File: src/rtl/piso_pkg.sv
// Shared definitions for the framed serial transmitter and its future receiver.
package piso_pkg;

    localparam logic [1:0] ST_IDLE  = 2'd0;
    localparam logic [1:0] ST_START = 2'd1;
    localparam logic [1:0] ST_DATA  = 2'd2;
    localparam logic [1:0] ST_STOP  = 2'd3;

    typedef enum logic [1:0] {
        IDLE  = ST_IDLE,
        START = ST_START,
        DATA  = ST_DATA,
        STOP  = ST_STOP
    } state_t;

    // A counter for a range of one value still needs one bit.
    function automatic int clog2_safe(input int value);
        return (value <= 1) ? 1 : $clog2(value);
    endfunction

endpackage

File: src/rtl/piso_tx_bit_timer.sv
// Bit-period timer: tick marks the last cycle of each CLKS_PER_BIT-cycle bit.
import piso_pkg::*;

module bit_timer #(
    parameter int CLKS_PER_BIT = 2
) (
    input  logic clk,
    input  logic rst,
    input  logic clear,
    output logic tick
);

    localparam int CNT_W = clog2_safe(CLKS_PER_BIT);
    localparam logic [CNT_W-1:0] LAST = CNT_W'(CLKS_PER_BIT - 1);

    logic [CNT_W-1:0] cnt_q;
    logic [CNT_W-1:0] cnt_d;

    assign tick = (cnt_q == LAST);

    always_comb begin
        cnt_d = cnt_q;
        if (clear || tick) begin
            cnt_d = '0;
        end else begin
            cnt_d = cnt_q + CNT_W'(1);
        end
    end

    always_ff @(posedge clk or posedge rst) begin
        if (rst) begin
            cnt_q <= '0;
        end else begin
            cnt_q <= cnt_d;
        end
    end

endmodule

File: src/rtl/piso_tx.sv
// Parallel-in serial-out framed transmitter: start bit, WIDTH data bits, stop bit.
import piso_pkg::*;

module piso_tx #(
    parameter int WIDTH        = 4,
    parameter int CLKS_PER_BIT = 2,
    parameter int MSB_FIRST    = 0
) (
    input  logic             clk,
    input  logic             rst,
    input  logic [WIDTH-1:0] in,
    input  logic             in_valid,
    output logic             in_ready,
    output logic             sout,
    output logic             busy,
    output logic             done
);

    localparam int BC_W = $clog2(WIDTH) + 1;
    localparam logic [BC_W-1:0] LAST_BIT = BC_W'(WIDTH - 1);

    state_t            state_q, state_d;
    logic [WIDTH-1:0]  shreg_q, shreg_d;
    logic [BC_W-1:0]   bit_cnt_q, bit_cnt_d;
    logic              sout_q, sout_d;
    logic              busy_q, busy_d;
    logic              done_q, done_d;
    logic              accept;
    logic              tick;
    logic [WIDTH-1:0]  shifted;

    function automatic logic out_bit(input logic [WIDTH-1:0] v);
        return (MSB_FIRST != 0) ? v[WIDTH-1] : v[0];
    endfunction

    assign in_ready = (state_q == IDLE) && !rst;
    assign accept   = in_valid && in_ready;
    assign shifted  = (MSB_FIRST != 0) ? (shreg_q << 1) : (shreg_q >> 1);
    assign sout     = sout_q;
    assign busy     = busy_q;
    assign done     = done_q;

    // Held clear while idle so the first start-bit cycle begins at count 0.
    bit_timer #(
        .CLKS_PER_BIT(CLKS_PER_BIT)
    ) u_timer (
        .clk  (clk),
        .rst  (rst),
        .clear(accept || (state_q == IDLE)),
        .tick (tick)
    );

    always_comb begin
        state_d   = state_q;
        shreg_d   = shreg_q;
        bit_cnt_d = bit_cnt_q;
        sout_d    = sout_q;
        busy_d    = busy_q;
        done_d    = 1'b0;
        case (state_q)
            IDLE: begin
                sout_d = 1'b1;
                busy_d = 1'b0;
                if (accept) begin
                    shreg_d   = in;
                    bit_cnt_d = '0;
                    state_d   = START;
                    sout_d    = 1'b0;
                    busy_d    = 1'b1;
                end
            end
            START: begin
                if (tick) begin
                    state_d = DATA;
                    sout_d  = out_bit(shreg_q);
                end
            end
            DATA: begin
                if (tick) begin
                    shreg_d   = shifted;
                    bit_cnt_d = bit_cnt_q + BC_W'(1);
                    if (bit_cnt_q == LAST_BIT) begin
                        state_d = STOP;
                        sout_d  = 1'b1;
                    end else begin
                        sout_d = out_bit(shifted);
                    end
                end
            end
            STOP: begin
                sout_d = 1'b1;
                if (tick) begin
                    state_d = IDLE;
                    busy_d  = 1'b0;
                    done_d  = 1'b1;
                end
            end
            default: begin
                state_d = IDLE;
                sout_d  = 1'b1;
                busy_d  = 1'b0;
            end
        endcase
    end

    always_ff @(posedge clk or posedge rst) begin
        if (rst) begin
            state_q   <= IDLE;
            shreg_q   <= '0;
            bit_cnt_q <= '0;
            sout_q    <= 1'b1;
            busy_q    <= 1'b0;
            done_q    <= 1'b0;
        end else begin
            state_q   <= state_d;
            shreg_q   <= shreg_d;
            bit_cnt_q <= bit_cnt_d;
            sout_q    <= sout_d;
            busy_q    <= busy_d;
            done_q    <= done_d;
        end
    end

endmodule
File: config.mk
export PLATFORM = sky130hd
export DESIGN_NAME = piso_tx
export DESIGN_NICKNAME = d
export VERILOG_FILES = /design/src/rtl/piso_pkg.sv /design/src/rtl/piso_tx_bit_timer.sv /design/src/rtl/piso_tx.sv
export SDC_FILE = /design/constraint.sdc
export NUM_CORES = 1
export LEC_CHECK = 0
export ABC_AREA = 1
export BUFFER_PORTS_ARGS = -buffer_cell sky130_fd_sc_hd__buf_2
export CORE_MARGIN = 2
export CORE_UTILIZATION = 41
export DETAILED_ROUTE_END_ITERATION = 16
export PLACE_DENSITY = 0.65
export SYNTH_ARGS = -nofsm -noshare
export SYNTH_HDL_FRONTEND = slang
export SYNTH_SLANG_ARGS = --single-unit
File: constraint.sdc
create_clock -name clk -period 3.45 [get_ports clk]
set_input_delay 0.5175 -clock clk [delete_from_list [all_inputs] [get_ports clk]]
set_output_delay 0.5175 -clock clk [all_outputs]
set_load 0.02 [all_outputs]
After elaboration in Yosys (flattened, before gate mapping)
Index checks and enable logic that the tools add are counted.

cells by class
  add/subtract/negate cells = 2
  equality and inequality tests = 9
  muxes and demuxes = 23
  reduce and logical (&&, ||, !) cells = 12

operators by type and width
  operator                                              number
  2-to-1 mux 2 bit                                      5
  2-to-1 mux 1 bit                                      9
  2-to-1 mux 4 bit                                      2
  case mux 2 bit (4 select lines)                       1
  case mux 4 bit (2 select lines)                       1
  2-to-1 mux 3 bit                                      2
  != test 2 x 1 -> 1 bit (second input constant)        3
  case mux 3 bit (2 select lines)                       1
  AND reduction 5 bit                                   1
  equality test 2 bit (second input constant)           2
  != test 2 bit (second input constant)                 2
  case mux 1 bit (4 select lines)                       1
  AND reduction 2 bit                                   2
  nonzero test 2 bit                                    2
  adder 3 x 1 -> 3 bit (second input constant)          1
  equality test 3 x 2 -> 1 bit (second input constant)  1
  AND reduction 3 bit                                   1
  equality test 2 x 1 -> 1 bit (second input constant)  1
  logical AND 1 bit                                     2
  logical NOT 2 bit                                     1
  logical OR 1 bit                                      2
  case mux 1 bit (2 select lines)                       1
  adder 1 bit (second input constant)                   1
  logical NOT 1 bit                                     1

word-level totals
  bits in registers = 13
  bits of input ports = 7
  output and inout port bits = 4
  logic and storage cells = 53

Depth between registers and ports, before layout
Gate-level depths: netlist of run 1.

  depth after elaboration = 6
  gate-level depth with buffers = 10
  depth with buffers taken out = 9

Cells and area by module
A second synthesis of run 1 with hierarchy kept.

unflattened totals
  cells, all modules = 89
  area, all modules = 773.2 um2

by module, submodules not included
  module     times used  cells each  area an instance (um2)  sequential area each (um2)
  piso_tx    1           86          740.7                   301.5
  bit_timer  1           3           32.5                    25.0

Worst setup path before layout of run 1
Ideal clock, no wire load.

  path kind = register to output
  start point = register state_q[0]
  end point = output in_ready
  arrival time = 1.105 ns
  required time = 2.932 ns
  path slack = 1.827 ns
  cell stages (with the launch flop) = 5
  buffers on the path = 0
  cell sequence = dfrtp_1 inv_1 ha_1 inv_1 nor2_1

between the ends
  longest elaborated chain between the ends = 2

ends and longest elaborated chain
  item                      line            source
  start: declaration        piso_tx.sv:22   state_t state_q, state_d;
  start signal: assignment  piso_tx.sv:115  state_q <= state_d;
  logical NOT 2 bit         piso_tx.sv:36   assign in_ready = (state_q == IDLE) && !rst;
  logical AND 1 bit         piso_tx.sv:36
  end: declaration          piso_tx.sv:13   output logic in_ready,

No other way between the ends.

Final worst setup path of run 1
  start point = register state_q[1]
  end point = output in_ready

Same word-level chain as after synthesis.

==> impl_metrics.env, run 1 <==
export IMPL_syn_area_sq_um=781
export IMPL_cts_made_buffers=3
export IMPL_critical_path_class="flip-flop to primary output"
export IMPL_worst_hold_path_type="input pin to asynchronous set/reset pin"
export IMPL_synth_compound_area_share_pct=14.9
export IMPL_fin_util_pct=49.1
export IMPL_synthFlopType="dfrtp_1"
export IMPL_synthTopCellsByCount="21 x nand2_1, 12 x dfrtp_1, 11 x inv_1"
export IMPL_path_max_fanout=4
export IMPL_post_synth_and_or_nand_nor_area_fraction_pct=24.4
export IMPL_port_buffers=10
export IMPL_whs_ns=0.292
export IMPL_coreArea_sq_um=1760
export IMPL_slew_violations=0
export IMPL_placed_cells=123
export IMPL_cp_end_kind="primary output"
export IMPL_syn_nets=103
export IMPL_dr_pass1_iters=2
export IMPL_vias=577
export IMPL_tightest_slew_ns=0.502
export IMPL_die_area_sq_um=2270
export IMPL_drt_wl_total_mm=1.34
export IMPL_htree_num_levels=1
export IMPL_final_nets=116
export IMPL_drt_vias_per_instance=4.54
export IMPL_clkTransAtPathRegs_ns=0.08
export IMPL_fin_skew_ns=0.00368
export IMPL_antenna_cells=0
export IMPL_synth_edf_count=0
export IMPL_synth_avg_cell_area_sq_um=8.67
export IMPL_grt_pass1_vias=557
export IMPL_slew_headroom_pct=66.5
export IMPL_hold_violations=0
export IMPL_synth_area_mux_share_pct=0
export IMPL_stdcell_count=127
export IMPL_antenna_found_initial=0
export IMPL_drtAntennaViolNets=0
export IMPL_synth_distinct_cells=18
export IMPL_syn_inst=90
export IMPL_ys_seq_area_share_pct=41.8
export IMPL_cts_tree="yes"
export IMPL_cts_buffer_depth=2
export IMPL_synth_most_common_cell="nand2_1"
export IMPL_rsz0062_at_grt="false"
export IMPL_outcome="finished clean"
export IMPL_cp_arrival_ns=1.48
export IMPL_synth_top_family_by_area="simple AND/OR/NAND/NOR gates"
export IMPL_ys_ff_latch=13
export IMPL_yosys_area_top_type="dfrtp_1"
export IMPL_pin_count=11
export IMPL_synthAdderAreaFrac_pct=9.62
export IMPL_post_route_period_util_pct=57.9
export IMPL_drc_errors=0
export IMPL_maxCapViolations=0
export IMPL_cts_root_buf="clkbuf_4"
export IMPL_holdBufCountCts=0
export IMPL_fmax_ghz=0.500
export IMPL_final_setup_tns_ns=0
export IMPL_synth_warnings=0
export IMPL_cts_sinks=13
export IMPL_cp_start_kind="flip-flop"
export IMPL_drive_above_1_share_pct=31.4
export IMPL_start_util_pct=44.3
export IMPL_n_fill_cell=187
export IMPL_setup_viol=0
export IMPL_r2r_setup_slack_ns=1.79
export IMPL_area_growth_pct=10.9
export IMPL_dieWidth_microns=47.6
export IMPL_ir_drop_mv=0.395
export IMPL_clk_insertion_delay_late_ns=0.27
export IMPL_overflow=0
export IMPL_p_leak_nw=0.445
export IMPL_die_h_microns=47.6
export IMPL_power_density_nw_per_um2=933
export IMPL_cts_resized=0
export IMPL_finalWeightedCongestion=0.809
export IMPL_yosys_top_cells_area="dfrtp_1 38%, nand2_1 10%, ha_1 9.6%"
export IMPL_period_minus_slack_ns=2.00
export IMPL_yosys_area_share_xor_xnor_pct=0
export IMPL_grt_start_max_net_pins=15
export IMPL_synthArstFlopShare_pct=100
export IMPL_rows=15
export IMPL_yosysTopAreaCellShare_pct=38.5
export IMPL_required_ns=2.93
export IMPL_drtIter0Drc=8
export IMPL_grt_pass1_wl_mm=2.42
export IMPL_postCtsSetupRepairBufs=0
export IMPL_grt_usage_pct=15.6
export IMPL_wl_per_cell_microns=10.5
export IMPL_dp_hpwl_mm=1.03
-- layout make-up --
class	instances	area (sq um)	share of cell area (%)
Tap cell	25	31.3	3.61
Sequential cell	13	327	37.7
Timing Repair Buffer	10	50.0	5.78
Clock buffer	4	26.3	3.03
Inverter	12	50.0	5.78
Multi-Input combinational cell	63	382	44.1
-- metal layers --
layer | share of wire [%] | up-vias | wire length (microns) | track usage [%]
li1 | - | 307 | - | -
met1 | 47 | 259 | 626 | 20.0
met2 | 49 | 9 | 652 | 25.7
met3 | 3.3 | 2 | 44 | 3.40
met4 | 0.90 | 0 | 12 | 6.49
met5 | 0 | - | 0 | 0
-- through the flow --
step	setup slack [ns]	total power, mW	cell area (sq um)
global route	1.29	0.902	866
floorplan	1.83	0.660	781
CTS	1.43	0.821	866
global placement	1.76	0.711	840
detailed placement	1.75	0.725	840
finish	1.45	0.808	866
-- power breakdown --
group	internal [mW]	switching, mW	total [mW]
registers	0.223	0.0466	0.270
clock network	0.0447	0.0480	0.0927
logic	0.159	0.286	0.445
-- state kept, by name, summed over array words and instances (netlist names) --
register and count:
shreg_q 4, busy 1, u_timer.tick 1, bit_cnt_q 3
sout 1, done 1, state_q 2
-- worst paths after layout --
| path | depth (start not counted) | start | endpoint |
|---|---|---|---|
| max reg2reg | 7 | state_q[0] | shreg_q[2] |
| max | 5 | state_q[1] | in_ready |
| min in group clk | 2 | sout | sout |
| min | 2 | rst | busy |
| max in group asynchronous | 2 | rst | sout |
| min reg2reg | 2 | sout | sout |
-- worst max-delay path, cell delays in order, from the launching register on --
cell     delay (ns)
dfrtp_1        0.42
inv_1          0.09
ha_1           0.25
inv_1          0.10
nor2_1         0.16
buf_2          0.19
-- cell usage in the layout (no fill, tap or decap), types with 2 or more instances in the layout --
cell       n
or2_1      3
ha_1       6
o21ai_2    8
nor2_2     2
nand3_1    4
or2_2      2
a21oi_1    2
nand2_1   21
nand2_2    4
clkbuf_4   3
nor2_1     3
buf_2     10
o21ai_0    6
inv_1     11
dfrtp_1   12
-- cells by family (layout without fill, tap and decap cells) --
group	count (synthesis)	after routing
flip-flops	13	13
AND/OR/NAND/NOR	40	40
AO/OA/AOI/OAI	17	17
adder cells (fa/ha/maj)	6	6
buffers and inverters	14	26
(Power assumes the default switching activity.)
==> run 2: changes to the inputs <==
--- a/config.mk
+++ b/config.mk
@@ -10,7 +10,7 @@
 export CORE_MARGIN = 2
 export CORE_UTILIZATION = 41
 export DETAILED_ROUTE_END_ITERATION = 16
-export PLACE_DENSITY = 0.65
+export PLACE_DENSITY = 0.68
 export SYNTH_ARGS = -nofsm -noshare
 export SYNTH_HDL_FRONTEND = slang
 export SYNTH_SLANG_ARGS = --single-unit
==> constraint.sdc (replaced) <==
create_clock -name clk -period 1.8 [get_ports clk]
set_input_delay 0.27 -clock clk [delete_from_list [all_inputs] [get_ports clk]]
set_output_delay 0.27 -clock clk [all_outputs]
set_load 0.02 [all_outputs]
==> run 2 against run 1 <==
Net effect: global-route usage down 0.57 points; critical path depth is the same; non-clock buffer count grew 1.
==> impl_metrics.env, run 2 (same netlist as run 1, synthesis figures left out) <==
export IMPL_outcome="finished clean"
export IMPL_p_leak_nw=0.449
export IMPL_required_ns=1.53
export IMPL_cp_start_kind="flip-flop"
export IMPL_cts_made_buffers=3
export IMPL_pwr_share_clk_pct=11.8
export IMPL_grt_usage_pct=15.1
export IMPL_clk_insertion_delay_late_ns=0.28
export IMPL_drive_above_1_share_pct=33.0
export IMPL_p_total_mw=1.59
export IMPL_antenna_found_initial=0
export IMPL_layout_commonest_cell="nand2_1"
export IMPL_port_buffers=10
export IMPL_p_seq_share_pct=32.7
export IMPL_cp_arrival_ns=1.46
export IMPL_placed_cells=124
export IMPL_slew_violations=0
export IMPL_grt_start_max_net_pins=15
export IMPL_worst_hold_path_type="input pin to asynchronous set/reset pin"
export IMPL_reg_top3="shreg_q (4), bit_cnt_q (3), state_q (2)"
export IMPL_drt_wl_total_mm=1.38
export IMPL_area_growth_pct=12.2
export IMPL_clkTransAtPathRegs_ns=0.09
export IMPL_grt_pass1_vias=576
export IMPL_vias=594
export IMPL_tightest_slew_ns=0.513
export IMPL_cts_sinks=13
export IMPL_path_max_fanout=4
export IMPL_maxCapViolations=0
export IMPL_power_switching_mw=0.747
export IMPL_holdBufCountCts=0
export IMPL_drtAntennaViolNets=0
export IMPL_combPwrFrac_pct=55.5
export IMPL_final_setup_tns_ns=0
export IMPL_wl_per_cell_microns=10.8
export IMPL_fin_skew_ns=0.00813
export IMPL_placed_area_sq_um=847
export IMPL_final_cell_mix="21 x nand2_1, 12 x dfrtp_1, 11 x inv_1"
export IMPL_hold_violations=0
export IMPL_ir_drop_mv=1.01
export IMPL_internal_power_mw=0.838
export IMPL_die_h_microns=47.6
export IMPL_whs_ns=0.0335
export IMPL_finalWeightedCongestion=0.790
export IMPL_setup_viol=0
export IMPL_rsz0062_at_grt="false"
export IMPL_path_buf_inv=3
export IMPL_regMostFlops="shreg_q"
export IMPL_cts_tree="yes"
export IMPL_dieWidth_microns=47.6
export IMPL_power_density_nw_per_um2=1810
export IMPL_critPathTopFamily="flip-flops"
export IMPL_switching_share_pct=47.1
export IMPL_postCtsSetupRepairBufs=0
export IMPL_stdcell_count=128
export IMPL_slew_headroom_pct=65.8
export IMPL_pin_count=11
export IMPL_timing_final_ws_setup_ns=0.0686
export IMPL_htree_num_levels=1
export IMPL_drtIter0Drc=10
export IMPL_cts_resized=0
export IMPL_largest_reg_flops=4
export IMPL_start_util_pct=44.3
export IMPL_drc_errors=0
export IMPL_cp_common_cell="inv_1"
export IMPL_cts_buffer_depth=2
export IMPL_die_area_sq_um=2270
export IMPL_period_minus_slack_ns=1.73
export IMPL_fin_util_pct=49.6
export IMPL_final_nets=117
export IMPL_cpMaxStageDelayCell="dfrtp_1"
export IMPL_drt_vias_per_instance=4.64
export IMPL_cp_cell_sequence="inv_1 -> ha_2 -> inv_1 -> nor2_1 -> buf_2"
export IMPL_final_area_sq_um=876
export IMPL_cp_slowest_stage_delay_ns=0.43
export IMPL_antenna_cells=0
export IMPL_rows=15
export IMPL_cp_end_kind="primary output"
export IMPL_dr_pass1_iters=4
export IMPL_pre_cts_slack_ns=0.202
export IMPL_overflow=0
export IMPL_dp_hpwl_mm=1.03
export IMPL_grt_pass1_wl_mm=2.33
export IMPL_cts_root_buf="clkbuf_4"
export IMPL_fmax_ghz=0.578
export IMPL_coreArea_sq_um=1760
export IMPL_critical_path_class="flip-flop to primary output"
export IMPL_post_route_period_util_pct=96.2
## run 2: changes by cell type in the layout (fill, tap and decap cells not counted), sizes merged
cell / delta
buf: +1
## run 2: routing by layer
layer / track usage [%] / vias up / wire length (microns)
met5: 0 / - / 0
met4: 8.11 / 0 / 25
met3: 2.26 / 4 / 50
met2: 26.5 / 12 / 656
met1: 17.6 / 270 / 648
li1: - / 308 / -
## run 2: cell type report
type | count | area (sq um)
Sequential cell | 13 | 327
Clock buffer | 4 | 26.3
Inverter | 12 | 50.0
Timing Repair Buffer | 11 | 57.6
Fill cell | 187 | 888
Tap cell | 25 | 31.3
Multi-Input combinational cell | 63 | 384
## run 2: power groups by stage
| stage | registers (mW) | clock network, mW | logic (mW) |
|---|---|---|---|
| 2_1_floorplan | 0.541 | 0 | 0.725 |
| 3_3_place_gp | 0.519 | 0 | 0.862 |
| 3_5_place_dp | 0.524 | 0 | 0.882 |
| 4_1_cts | 0.518 | 0.191 | 0.889 |
| 5_1_grt | 0.539 | 0.199 | 1.00 |
| 6_report | 0.519 | 0.187 | 0.879 |
## run 2: final timing paths
path	endpoint	slack (ns)	depth (start not counted)	startpoint
setup / recovery	in_ready	0.07	5	state_q[1]
hold / removal	state_q[1]	0.03	2	rst
min in group clk	sout	0.23	4	in_valid
setup reg to reg	shreg_q[1]	0.19	8	state_q[0]
max in group asynchronous	sout	1.41	2	rst
hold reg to reg	sout	0.47	2	sout
==> run 3: changes to the inputs <==
--- a/config.mk
+++ b/config.mk
@@ -7,10 +7,11 @@
 export LEC_CHECK = 0
 export ABC_AREA = 1
 export BUFFER_PORTS_ARGS = -buffer_cell sky130_fd_sc_hd__buf_2
-export CORE_MARGIN = 2
 export CORE_UTILIZATION = 41
 export DETAILED_ROUTE_END_ITERATION = 16
 export PLACE_DENSITY = 0.68
+export SKIP_LAST_GASP = 1
+export SLEW_MARGIN = 20
 export SYNTH_ARGS = -nofsm -noshare
 export SYNTH_HDL_FRONTEND = slang
 export SYNTH_SLANG_ARGS = --single-unit
==> run 3 against run 2 <==
Net effect: routed wire length shrank 3.4%; total power shrank 0.45%; clock-buffer cell count is the same; first-iteration DRC count decreased by 60%; global-route usage grew 1.3 points; fmax increased by 4.6%; largest cell class unchanged; highest routed layer unchanged.
==> impl_metrics.env, run 3 (same netlist as run 1, synthesis figures left out) <==
export IMPL_path_max_fanout=4
export IMPL_final_setup_tns_ns=0
export IMPL_grt_pass1_wl_mm=2.35
export IMPL_post_route_period_util_pct=91.9
export IMPL_critical_path_class="flip-flop to primary output"
export IMPL_rows=15
export IMPL_rsz0062_at_grt="false"
export IMPL_pre_cts_slack_ns=0.193
export IMPL_ir_drop_mv=0.802
export IMPL_power_density_nw_per_um2=1790
export IMPL_final_nets=117
export IMPL_cts_made_buffers=3
export IMPL_fmax_ghz=0.604
export IMPL_drtIter0Drc=4
export IMPL_grt_usage_pct=16.4
export IMPL_drt_wl_total_mm=1.33
export IMPL_htree_num_levels=1
export IMPL_worst_hold_path_type="input pin to asynchronous set/reset pin"
export IMPL_whs_ns=0.0403
export IMPL_regMostFlops="shreg_q"
export IMPL_final_cell_mix="21 x nand2_1, 12 x dfrtp_1, 11 x inv_1"
export IMPL_fin_skew_ns=0.00207
export IMPL_path_buf_inv=3
export IMPL_cp_slowest_stage_delay_ns=0.43
export IMPL_pin_count=11
export IMPL_antenna_found_initial=0
export IMPL_required_ns=1.53
export IMPL_clkTransAtPathRegs_ns=0.08
export IMPL_tightest_slew_ns=0.504
export IMPL_port_buffers=10
export IMPL_cp_arrival_ns=1.38
export IMPL_cp_common_cell="inv_1"
export IMPL_period_minus_slack_ns=1.65
export IMPL_grt_pass1_vias=561
export IMPL_start_util_pct=44.3
export IMPL_cp_start_kind="flip-flop"
export IMPL_cts_buffer_depth=2
export IMPL_overflow=0
export IMPL_dp_hpwl_mm=1.02
export IMPL_largest_reg_flops=4
export IMPL_maxCapViolations=0
export IMPL_slew_headroom_pct=66.4
export IMPL_timing_final_ws_setup_ns=0.145
export IMPL_die_h_microns=45.6
export IMPL_cts_root_buf="clkbuf_4"
export IMPL_area_growth_pct=12.8
export IMPL_vias=593
export IMPL_n_fill_cell=186
export IMPL_drt_vias_per_instance=4.63
export IMPL_layout_commonest_cell="nand2_1"
export IMPL_p_leak_nw=0.449
export IMPL_coreArea_sq_um=1760
export IMPL_cp_end_kind="primary output"
export IMPL_cts_sinks=13
export IMPL_grt_start_max_net_pins=15
export IMPL_reg_top3="shreg_q (4), bit_cnt_q (3), state_q (2)"
export IMPL_cts_tree="yes"
export IMPL_wl_per_cell_microns=10.4
export IMPL_critPathTopFamily="flip-flops"
export IMPL_finalWeightedCongestion=0.778
export IMPL_slew_violations=0
export IMPL_fin_util_pct=49.9
export IMPL_final_area_sq_um=881
export IMPL_dr_pass1_iters=4
export IMPL_drtAntennaViolNets=0
export IMPL_hold_violations=0
export IMPL_cpMaxStageDelayCell="dfrtp_1"
export IMPL_die_area_sq_um=2080
export IMPL_drc_errors=0
export IMPL_clk_insertion_delay_late_ns=0.28
export IMPL_drive_above_1_share_pct=34.0
export IMPL_dieWidth_microns=45.6
export IMPL_placed_area_sq_um=847
export IMPL_cp_cell_sequence="inv_1 -> ha_2 -> inv_1 -> nor2_2 -> buf_4"
export IMPL_antenna_cells=0
export IMPL_outcome="finished clean"
export IMPL_setup_viol=0
run 3: metrics by stage:
step	instances	total power, mW
2_1_floorplan	90	1.27
3_3_place_gp	124	1.38
3_5_place_dp	124	1.40
4_1_cts	128	1.60
5_1_grt	128	1.75
6_report	128	1.58
run 3: worst paths after layout:
check / start / end / slack, ns / depth (start not counted)
max: state_q[1] / in_ready / 0.15 / 5
min: rst / state_q[1] / 0.04 / 2
max reg2reg: state_q[0] / bit_cnt_q[2] / 0.20 / 7
min reg2reg: sout / sout / 0.47 / 2
max in group asynchronous: rst / sout / 1.40 / 2
min in group clk: in_valid / sout / 0.24 / 4
run 3: power breakdown:
group          internal (mW)  switching [mW]  total (mW)
logic                  0.329           0.551       0.880
registers              0.428          0.0885       0.516
clock network         0.0860          0.0956       0.182
run 3: per-layer routing:
metal | vias up | wire, microns | track usage [%]
li1 | 309 | - | -
met1 | 266 | 623 | 20.3
met2 | 14 | 635 | 26.3
met3 | 4 | 52 | 4.76
met4 | 0 | 21 | 7.27
met5 | - | 0 | 0
run 3: cell type report:
cell class                      count  area, sq um  area share [%]
Multi-Input combinational cell     63          387            43.9
Tap cell                           25         31.3            3.55
Sequential cell                    13          327            37.1
Timing Repair Buffer               11         60.1            6.82
Clock buffer                        4         26.3            2.98
Inverter                           12         50.0            5.68
run 3: timing repair:
action	4_1_cts	5_1_grt
buffers inserted	0	0
hold buffers	0	0
endpoints found under the setup margin	0	1
resized for setup	0	3
